File: src/rtl/dance_scorer_multi.sv
// Multi-player colour-match scorer: per-player windowed match counting, round evaluation
// against a threshold, and streak-weighted saturating score accumulation.
module dance_scorer_multi #(
  parameter int unsigned NUM_PLAYERS = 2,
  parameter int unsigned COUNT_W     = 20,
  parameter int unsigned SCORE_W     = 32,
  parameter int unsigned THRESHOLD   = 3,
  parameter int unsigned TOL         = 1,
  parameter int unsigned MAX_STREAK  = 7
) (
  input  logic                           clk,
  input  logic                           reset,
  input  logic [12*NUM_PLAYERS-1:0]      pixel_i,
  input  logic                           pixel_valid_i,
  input  logic [11:0]                    target_color_i,
  input  logic                           counting_i,
  input  logic                           update_i,
  output logic [SCORE_W*NUM_PLAYERS-1:0] score_o,
  output logic [4*NUM_PLAYERS-1:0]       streak_o,
  output logic [NUM_PLAYERS-1:0]         round_hit_o,
  output logic                           score_valid_o
);

  localparam int unsigned StreakCap = (MAX_STREAK > 15) ? 15 : MAX_STREAK;
  localparam logic [COUNT_W-1:0] CountMax = '1;

  typedef enum logic [1:0] {StIdle, StEval, StDone} state_e;

  state_e state_q, state_d;

  logic [NUM_PLAYERS-1:0]              match_d, match_q;
  logic                                upd_prev_q, upd_rise_q;
  logic [NUM_PLAYERS-1:0][COUNT_W-1:0] count_q, count_d;
  logic [NUM_PLAYERS-1:0][SCORE_W-1:0] score_q, score_d;
  logic [NUM_PLAYERS-1:0][3:0]         streak_q, streak_d;
  logic [NUM_PLAYERS-1:0]              hit_q, hit_d;

  // Unsigned magnitude difference of one 4-bit component, no wrap-around.
  function automatic logic comp_ok(input logic [3:0] a, input logic [3:0] b);
    logic [3:0] diff;
    diff = (a >= b) ? (a - b) : (b - a);
    return diff <= 4'(TOL);
  endfunction

  always_comb begin
    match_d = '0;
    for (int i = 0; i < NUM_PLAYERS; i++) begin
      match_d[i] = pixel_valid_i & counting_i
                 & comp_ok(pixel_i[12*i+8 +: 4], target_color_i[11:8])
                 & comp_ok(pixel_i[12*i+4 +: 4], target_color_i[7:4])
                 & comp_ok(pixel_i[12*i   +: 4], target_color_i[3:0]);
    end
  end

  always_comb begin
    logic [COUNT_W:0] cnt_sum;
    logic [4:0]       pts;
    logic [SCORE_W:0] score_sum;
    logic             hit;

    state_d   = state_q;
    count_d   = count_q;
    score_d   = score_q;
    streak_d  = streak_q;
    hit_d     = hit_q;
    cnt_sum   = '0;
    pts       = '0;
    score_sum = '0;
    hit       = 1'b0;

    unique case (state_q)
      StIdle, StDone: begin
        // In DONE, arriving matches already belong to the next round.
        for (int i = 0; i < NUM_PLAYERS; i++) begin
          if (match_q[i] && (count_q[i] != CountMax)) count_d[i] = count_q[i] + 1'b1;
        end
        if (state_q == StDone)  state_d = StIdle;
        else if (upd_rise_q)    state_d = StEval;
      end
      StEval: begin
        for (int i = 0; i < NUM_PLAYERS; i++) begin
          cnt_sum = {1'b0, count_q[i]} + (COUNT_W+1)'(match_q[i]);
          hit     = cnt_sum >= (COUNT_W+1)'(THRESHOLD);
          pts     = (streak_q[i] > 4'(StreakCap)) ? 5'(StreakCap + 1)
                                                  : {1'b0, streak_q[i]} + 5'd1;
          score_sum = {1'b0, score_q[i]} + (SCORE_W+1)'(pts);
          if (hit) begin
            score_d[i]  = score_sum[SCORE_W] ? '1 : score_sum[SCORE_W-1:0];
            streak_d[i] = (streak_q[i] == 4'hF) ? 4'hF : streak_q[i] + 4'd1;
          end else begin
            streak_d[i] = 4'd0;
          end
          hit_d[i]   = hit;
          count_d[i] = '0;
        end
        state_d = StDone;
      end
      default: state_d = StIdle;
    endcase
  end

  always_ff @(posedge clk) begin
    if (reset) begin
      state_q    <= StIdle;
      match_q    <= '0;
      upd_prev_q <= 1'b0;
      upd_rise_q <= 1'b0;
      count_q    <= '0;
      score_q    <= '0;
      streak_q   <= '0;
      hit_q      <= '0;
    end else begin
      state_q    <= state_d;
      match_q    <= match_d;
      upd_prev_q <= update_i;
      upd_rise_q <= update_i & ~upd_prev_q;
      count_q    <= count_d;
      score_q    <= score_d;
      streak_q   <= streak_d;
      hit_q      <= hit_d;
    end
  end

  assign score_o       = score_q;
  assign streak_o      = streak_q;
  assign round_hit_o   = hit_q;
  assign score_valid_o = (state_q == StDone);

endmodule

File: config.mk
export PLATFORM = sky130hd
export DESIGN_NAME = dance_scorer_multi
export DESIGN_NICKNAME = d
export VERILOG_FILES = /design/src/rtl/dance_scorer_multi.sv
export SDC_FILE = /design/constraint.sdc
export NUM_CORES = 1
export LEC_CHECK = 0
export ABC_AREA = 1
export CAP_MARGIN = 20
export CORE_AREA = 5 5 168 170
export DETAILED_ROUTE_END_ITERATION = 8
export DIE_AREA = 0 0 173 175
export HOLD_SLACK_MARGIN = 0.1
export PLACE_DENSITY = 0.67
export SETUP_SLACK_MARGIN = 0.1
export SLEW_MARGIN = 30
export SYNTH_ARGS = -nofsm -noshare
export SYNTH_HDL_FRONTEND = slang
export SYNTH_SLANG_ARGS = --single-unit
File: constraint.sdc
create_clock -name clk -period 3.47 [get_ports clk]
set_input_delay 0.5205 -clock clk [delete_from_list [all_inputs] [get_ports clk]]
set_output_delay 0.5205 -clock clk [all_outputs]
set_load 0.01 [all_outputs]
======== Word-level counts from Yosys, hierarchy flattened ========
Cells that the tools add are included.
word-level totals
  flip-flop bits (word level) ............. 120
  input bits .............................. 41
  output and inout bits ................... 75
  logic and storage cells ................. 96
operators by class
  $add $sub $neg .......................... 22
  order comparisons ....................... 16
  equal/unequal tests ..................... 9
  multiplexer cells ....................... 20
  bitwise operators ....................... 9
  reductions and logical operators ........ 9
operator list
  cell                     number
  $pmux W40 S2             1
  $add A32 B5 Y33          2
  $mux W32                 2
  $sub A4 B4 Y4            12
  $add A20 B1 Y21          2
  $ge A21 B2 Y1 const B    2
  $add A20 B1 Y20 const B  2
  $mux W20                 2
  $mux W4                  10
  $ne A20 B20 Y1 const B   2
  $ge A4 B4 Y1             6
  $le A4 B1 Y1 const B     6
  $add A4 B1 Y5 const B    2
  $mux W5                  2
  $add A4 B1 Y4 const B    2
  $and A1 B1 Y1            8
  $eq A4 B4 Y1 const B     2
  $gt A4 B3 Y1 const B     2
  $reduce_and A2 Y1        4
  $mux W2                  2
  $ne A2 B2 Y1 const B     2
  $pmux W2 S2              1
  $ne A3 B3 Y1 const B     1
  $eq A2 B1 Y1 const B     1
  other kinds (6)          7

======== Longest topological paths before layout ========
  word-level depth ........................ 6
  gate-level depth with buffers ........... 18

======== Worst setup path after synthesis ========
OpenSTA, ideal clock, no wires.
  path kind ............................... register to register
  start point ............................. reg streak_q, in the netlist streak_o[4]
  end point ............................... reg score_q, in the netlist score_o[52]
  library setup time ...................... 131 ps
  arrival time ............................ 2490 ps
  required time ........................... 3339 ps
  path slack .............................. 849 ps
  stages on the path, launching flop included .. 15
  buffers on the path ..................... 1
  clock period less this slack ............ 2621 ps
  cell sequence ........................... dfxtp_1 -> ha_1 -> xor2_1 -> inv_1 -> nor2_1 -> ha_1 -> nand3_1 -> nand2_1 -> a21oi_1 -> nor2_1 -> nand2_1 -> clkbuf_1 -> nand3_1 -> nand3_1 -> a21oi_2
between the ends
  cells in the longest elaborated chain, start to end .. 4
ends and longest elaborated chain
  item                                           RTL line  RTL
  start: declaration                             35        logic [NUM_PLAYERS-1:0][3:0] streak_q, streak_d;
  start signal: assignment                       119       streak_q <= streak_d;
  $add A4 B1 Y5 or $gt A4 B3 Y1 (tied branches)  85, 84
  $mux W5 *                                      84        pts = (streak_q[i] > 4'(StreakCap)) ? 5'(StreakCap + 1)
  $add A32 B5 Y33 *                              86        score_sum = {1'b0, score_q[i]} + (SCORE_W+1)'(pts);
  $mux W32 *                                     88        score_d[i] = score_sum[SCORE_W] ? '1 : score_sum[SCORE_W-1:0];
  end signal: assignment                         118       score_q <= score_d;
  end: declaration                               34        logic [NUM_PLAYERS-1:0][SCORE_W-1:0] score_q, score_d;
Mark *: on every way between the ends. The rest lies on a longest branch, timed or not.
A chain may end at the register's enable or synchronous reset.

======== Worst setup path in the final report ========
  start point ............................. reg streak_q, in the netlist streak_o[0]
  end point ............................... reg score_q, in the netlist score_o[6]
The elaborated chain is that of the path after synthesis.

==> reports/results.tsv <==
stage	metric	value	unit
outcome	status	complete, no violations	
sta	setup_viol	0	
synthesis	synthFlopType	dfxtp_1	
setup_path	cp_cell_sequence	ha_1 -> inv_1 -> nor2_1 -> inv_1 -> fa_1 -> inv_1 -> nand3_1 -> nand2_1 -> nand2_1 -> nand2_1 -> nand3_1 -> nor2_1 -> nand2_2 -> buf_4 -> nand3_1 -> nand3_1 -> a21oi_1	
grt	grt_start_max_net_pins	64	
sta	slew-limit-headroom	0.456	
setup_path	cp_max_fo	12	
clock_network	postCtsSetupBuffers	0	
synthesis	ys_seq_area_frac	0.231	
synthesis	syn_area	10400	um^2
sta	rsz0062_at_grt	no	
floorplanning	die-area	30300	um^2
clock_network	htree_num_levels	4	
grt	antenna_found_initial	0	
hold_path	min_path_cells	1	
grt	globalRouteOverflowTotal	0	
setup_path	start_kind	register	
finish	final_common_cell	nand2_1	
hold_path	min-delay-start	upd_prev_q$_SDFF_PP0_	
sta	hold_viol_final	0	
clock_network	cts.sinks	120	
routing	vias	11300	
clock_network	numCtsBuffers	17	
place	place_congestion	0.927	
synthesis	yosys_warnings	0	
synthesis	avgSynthCellArea	6.02	um^2
finish	fin_cells	2182	
place	numPortBuffers	115	
finish	final_cell_mix	507 x nand2_1, 217 x inv_1, 202 x nand3_1, 178 x nor2_1, 120 x dfxtp_1	
setup_path	reg2reg_slack	0.44	ns
clock_network	clk_latency	0.42	ns
setup_path	r2r_end	score_o[6]$_SDFFE_PP0P_	
power_and_ir_drop	netSwitchingFraction	0.257	
power_and_ir_drop	share_comb_of_total_power	0.098	
power_and_ir_drop	p_int	0.00268	W
grt	grt_pass1_vias	10600	
hold_path	min_to	upd_rise_q$_SDFF_PP0_	
finish	area_growth	19.7	%
floorplanning	row_count	60	
finish	antenna_cells	0	
routing	drtPass1Iterations	6	
routing	wl_per_cell	14.5	um
synthesis	ys_ff_latch	120	
routing	initialDrtViolationCount	857	
setup_path	path_depth	17	
setup_path	worstPathRequired	3.82	ns
clock_network	cts_root_buf	clkbuf_16	
power_and_ir_drop	max-vdd-ir-drop	0.303	mV
setup_path	crit_slowest_cell	fa_1	
place	dp.cells	2150	
clock_network	clock_path_buffers	2	
floorplanning	die_w	173	um
clock_network	cts_hold_buffers	0	
sta	totalNegativeSetupSlack	0	ns
power_and_ir_drop	leakagePower	5.15	nW
floorplanning	start_util	0.391	
grt	grt_pass1_wl	52.5	mm
routing	antenna_left	0	
sta	period_share	0.873	
synthesis	async_flop_share	0	
setup_path	endpoint_kind	register	
sta	clock_skew	0.0125	ns
power_and_ir_drop	sequentialPowerShare	0.382	
setup_path	path_buf_inv	4	
floorplanning	die_height	175	um
hold_path	hold_path.class	reg2reg	
power_and_ir_drop	pwr_density_cell	290	nW/um^2
routing	wl	31.7	mm
power_and_ir_drop	p_clk_frac	0.519	
routing	route.detailed.drc	0	
sta	fmax	330	MHz
power_and_ir_drop	power.switching	0.000929	W
synthesis	synth.distinct_cells	46	
finish	drive_gt1_frac	0.0511	
setup_path	max_stage_delay	0.41	ns
synthesis	synthCells	1724	
setup_path	timing.rr.start	streak_o[0]$_SDFFE_PP0P_	
job	max_cap_viol_count	0	
setup_path	crit_family	simple AND/OR/NAND/NOR gates	
sta	worst_slew_pin_slew	0.816	ns
setup_path	worst_path_most_repeated_cell	nand3_1	
sta	fin_crit	3.03	ns
setup_path	r2r_cells	17	
synthesis	synth_edf_count	0	
finish	fin_nets	1943	
place	dp_hpwl	23.7	mm
floorplanning	pin_count	116	
sta	drv_slew	0	
clock_network	cts_tree	built	
finish	utilization	0.468	
setup_path	cp.arrival	3.38	ns
setup_path	crit_type	reg2reg	
clock_network	clk_pin_slew_worst_paths	0.06	ns
floorplanning	coreArea	26600	um^2
routing	avgViaCountPerCell	5.18	
grt	grt_use_total	0.206	
-- power groups by stage --
stage,Combinational [W],Sequential [W],Clock (W)
after floorplan,0.000230,0.00141,0
after global placement,0.000351,0.00141,0
after detailed placement,0.000355,0.00141,0
after CTS,0.000357,0.00138,0.00191
after global routing,0.000406,0.00138,0.00197
final,0.000355,0.00138,0.00188
-- area by class of cell --
type | count | area, um^2
Multi-Input combinational cell | 1344 | 6950
Sequential cell | 120 | 2400
Timing Repair Buffer | 125 | 1220
Tap cell | 341 | 427
Inverter | 220 | 826
Fill cell | 2820 | 14100
Clock buffer | 19 | 443
Clock inverter | 13 | 170
-- cell usage after synthesis, types with 3 or more instances --
master	n	area, um^2
o21ai_1	5	25.0
a221oi_1	8	70.1
nand2_1	508	1910
fa_1	14	280
ha_1	60	751
nand2_2	5	31.3
nor2_2	7	43.8
o22ai_1	4	25.0
buf_2	10	50.1
nor3_1	41	205
nand3b_1	13	97.6
nor2_4	6	67.6
nand3_2	4	40.0
o21ai_0	52	260
xor2_1	19	166
o31ai_1	3	22.5
clkbuf_1	23	86.3
xnor2_1	8	70.1
nand4_1	39	244
buf_6	5	56.3
a211oi_1	6	45.0
nor4_1	6	37.5
dfxtp_1	120	2400
nor2_1	179	672
o211ai_1	3	22.5
or2_2	23	144
a21oi_1	111	556
nand3_1	202	1010
inv_1	217	815
-- per-layer routing --
| layer | wire (um) | global-route usage |
|---|---|---|
| met5 | 0 | 0 |
| met4 | 548 | 0.0522 |
| met3 | 1950 | 0.0411 |
| met2 | 14700 | 0.349 |
| met1 | 14500 | 0.270 |
-- cell families (layout without fill, tap and decap cells) --
logic type	Yosys count	after routing	synth area share
xor+xnor	27	27	0.0228
compound gates	201	201	0.105
fa+ha+maj	74	74	0.0993
other cells	1	2	0.000361
flops	120	120	0.231
simple gates	1040	1040	0.440
buf+inv	261	377	0.101
-- flip-flops by register name, summed over array words and instances, names as in the netlist --
register     flops
round_hit_o      2
match_q          2
streak_o         8
score_o         64
count_q         40
state_q          2
upd_rise_q       1
upd_prev_q       1
-- worst max-delay path by stage --
stage,start,slack [ns],to
floorplan,streak_o[4]$_SDFFE_PP0P_,0.85,score_o[52]$_SDFFE_PP0P_
global placement,target_color_i[1],0.42,match_q[1]$_SDFF_PP0_
detailed placement,streak_o[0]$_SDFFE_PP0P_,0.37,score_o[6]$_SDFFE_PP0P_
CTS,streak_o[0]$_SDFFE_PP0P_,0.35,score_o[6]$_SDFFE_PP0P_
global route,streak_o[0]$_SDFFE_PP0P_,0.13,score_o[6]$_SDFFE_PP0P_
finish,streak_o[0]$_SDFFE_PP0P_,0.44,score_o[6]$_SDFFE_PP0P_
-- what timing repair did --
item / CTS / global route
endpoints found under the hold margin: 0 / 0
endpoints found under the setup margin: 0 / 19
gates resized for setup: 0 / 1
-- per-stage QoR --
stage / total power [W] / setup slack (ns) / hold slack (ns) / cell area (um^2)
after floorplan: 0.00164 / 0.849 / 0.374 / 10400
after global placement: 0.00176 / 0.422 / 0.383 / 11800
after detailed placement: 0.00177 / 0.367 / 0.383 / 11800
after CTS: 0.00365 / 0.347 / 0.391 / 12400
after global routing: 0.00376 / 0.126 / 0.429 / 12400
final: 0.00361 / 0.440 / 0.388 / 12400
Note: power is estimated with default switching activity, not from simulation.
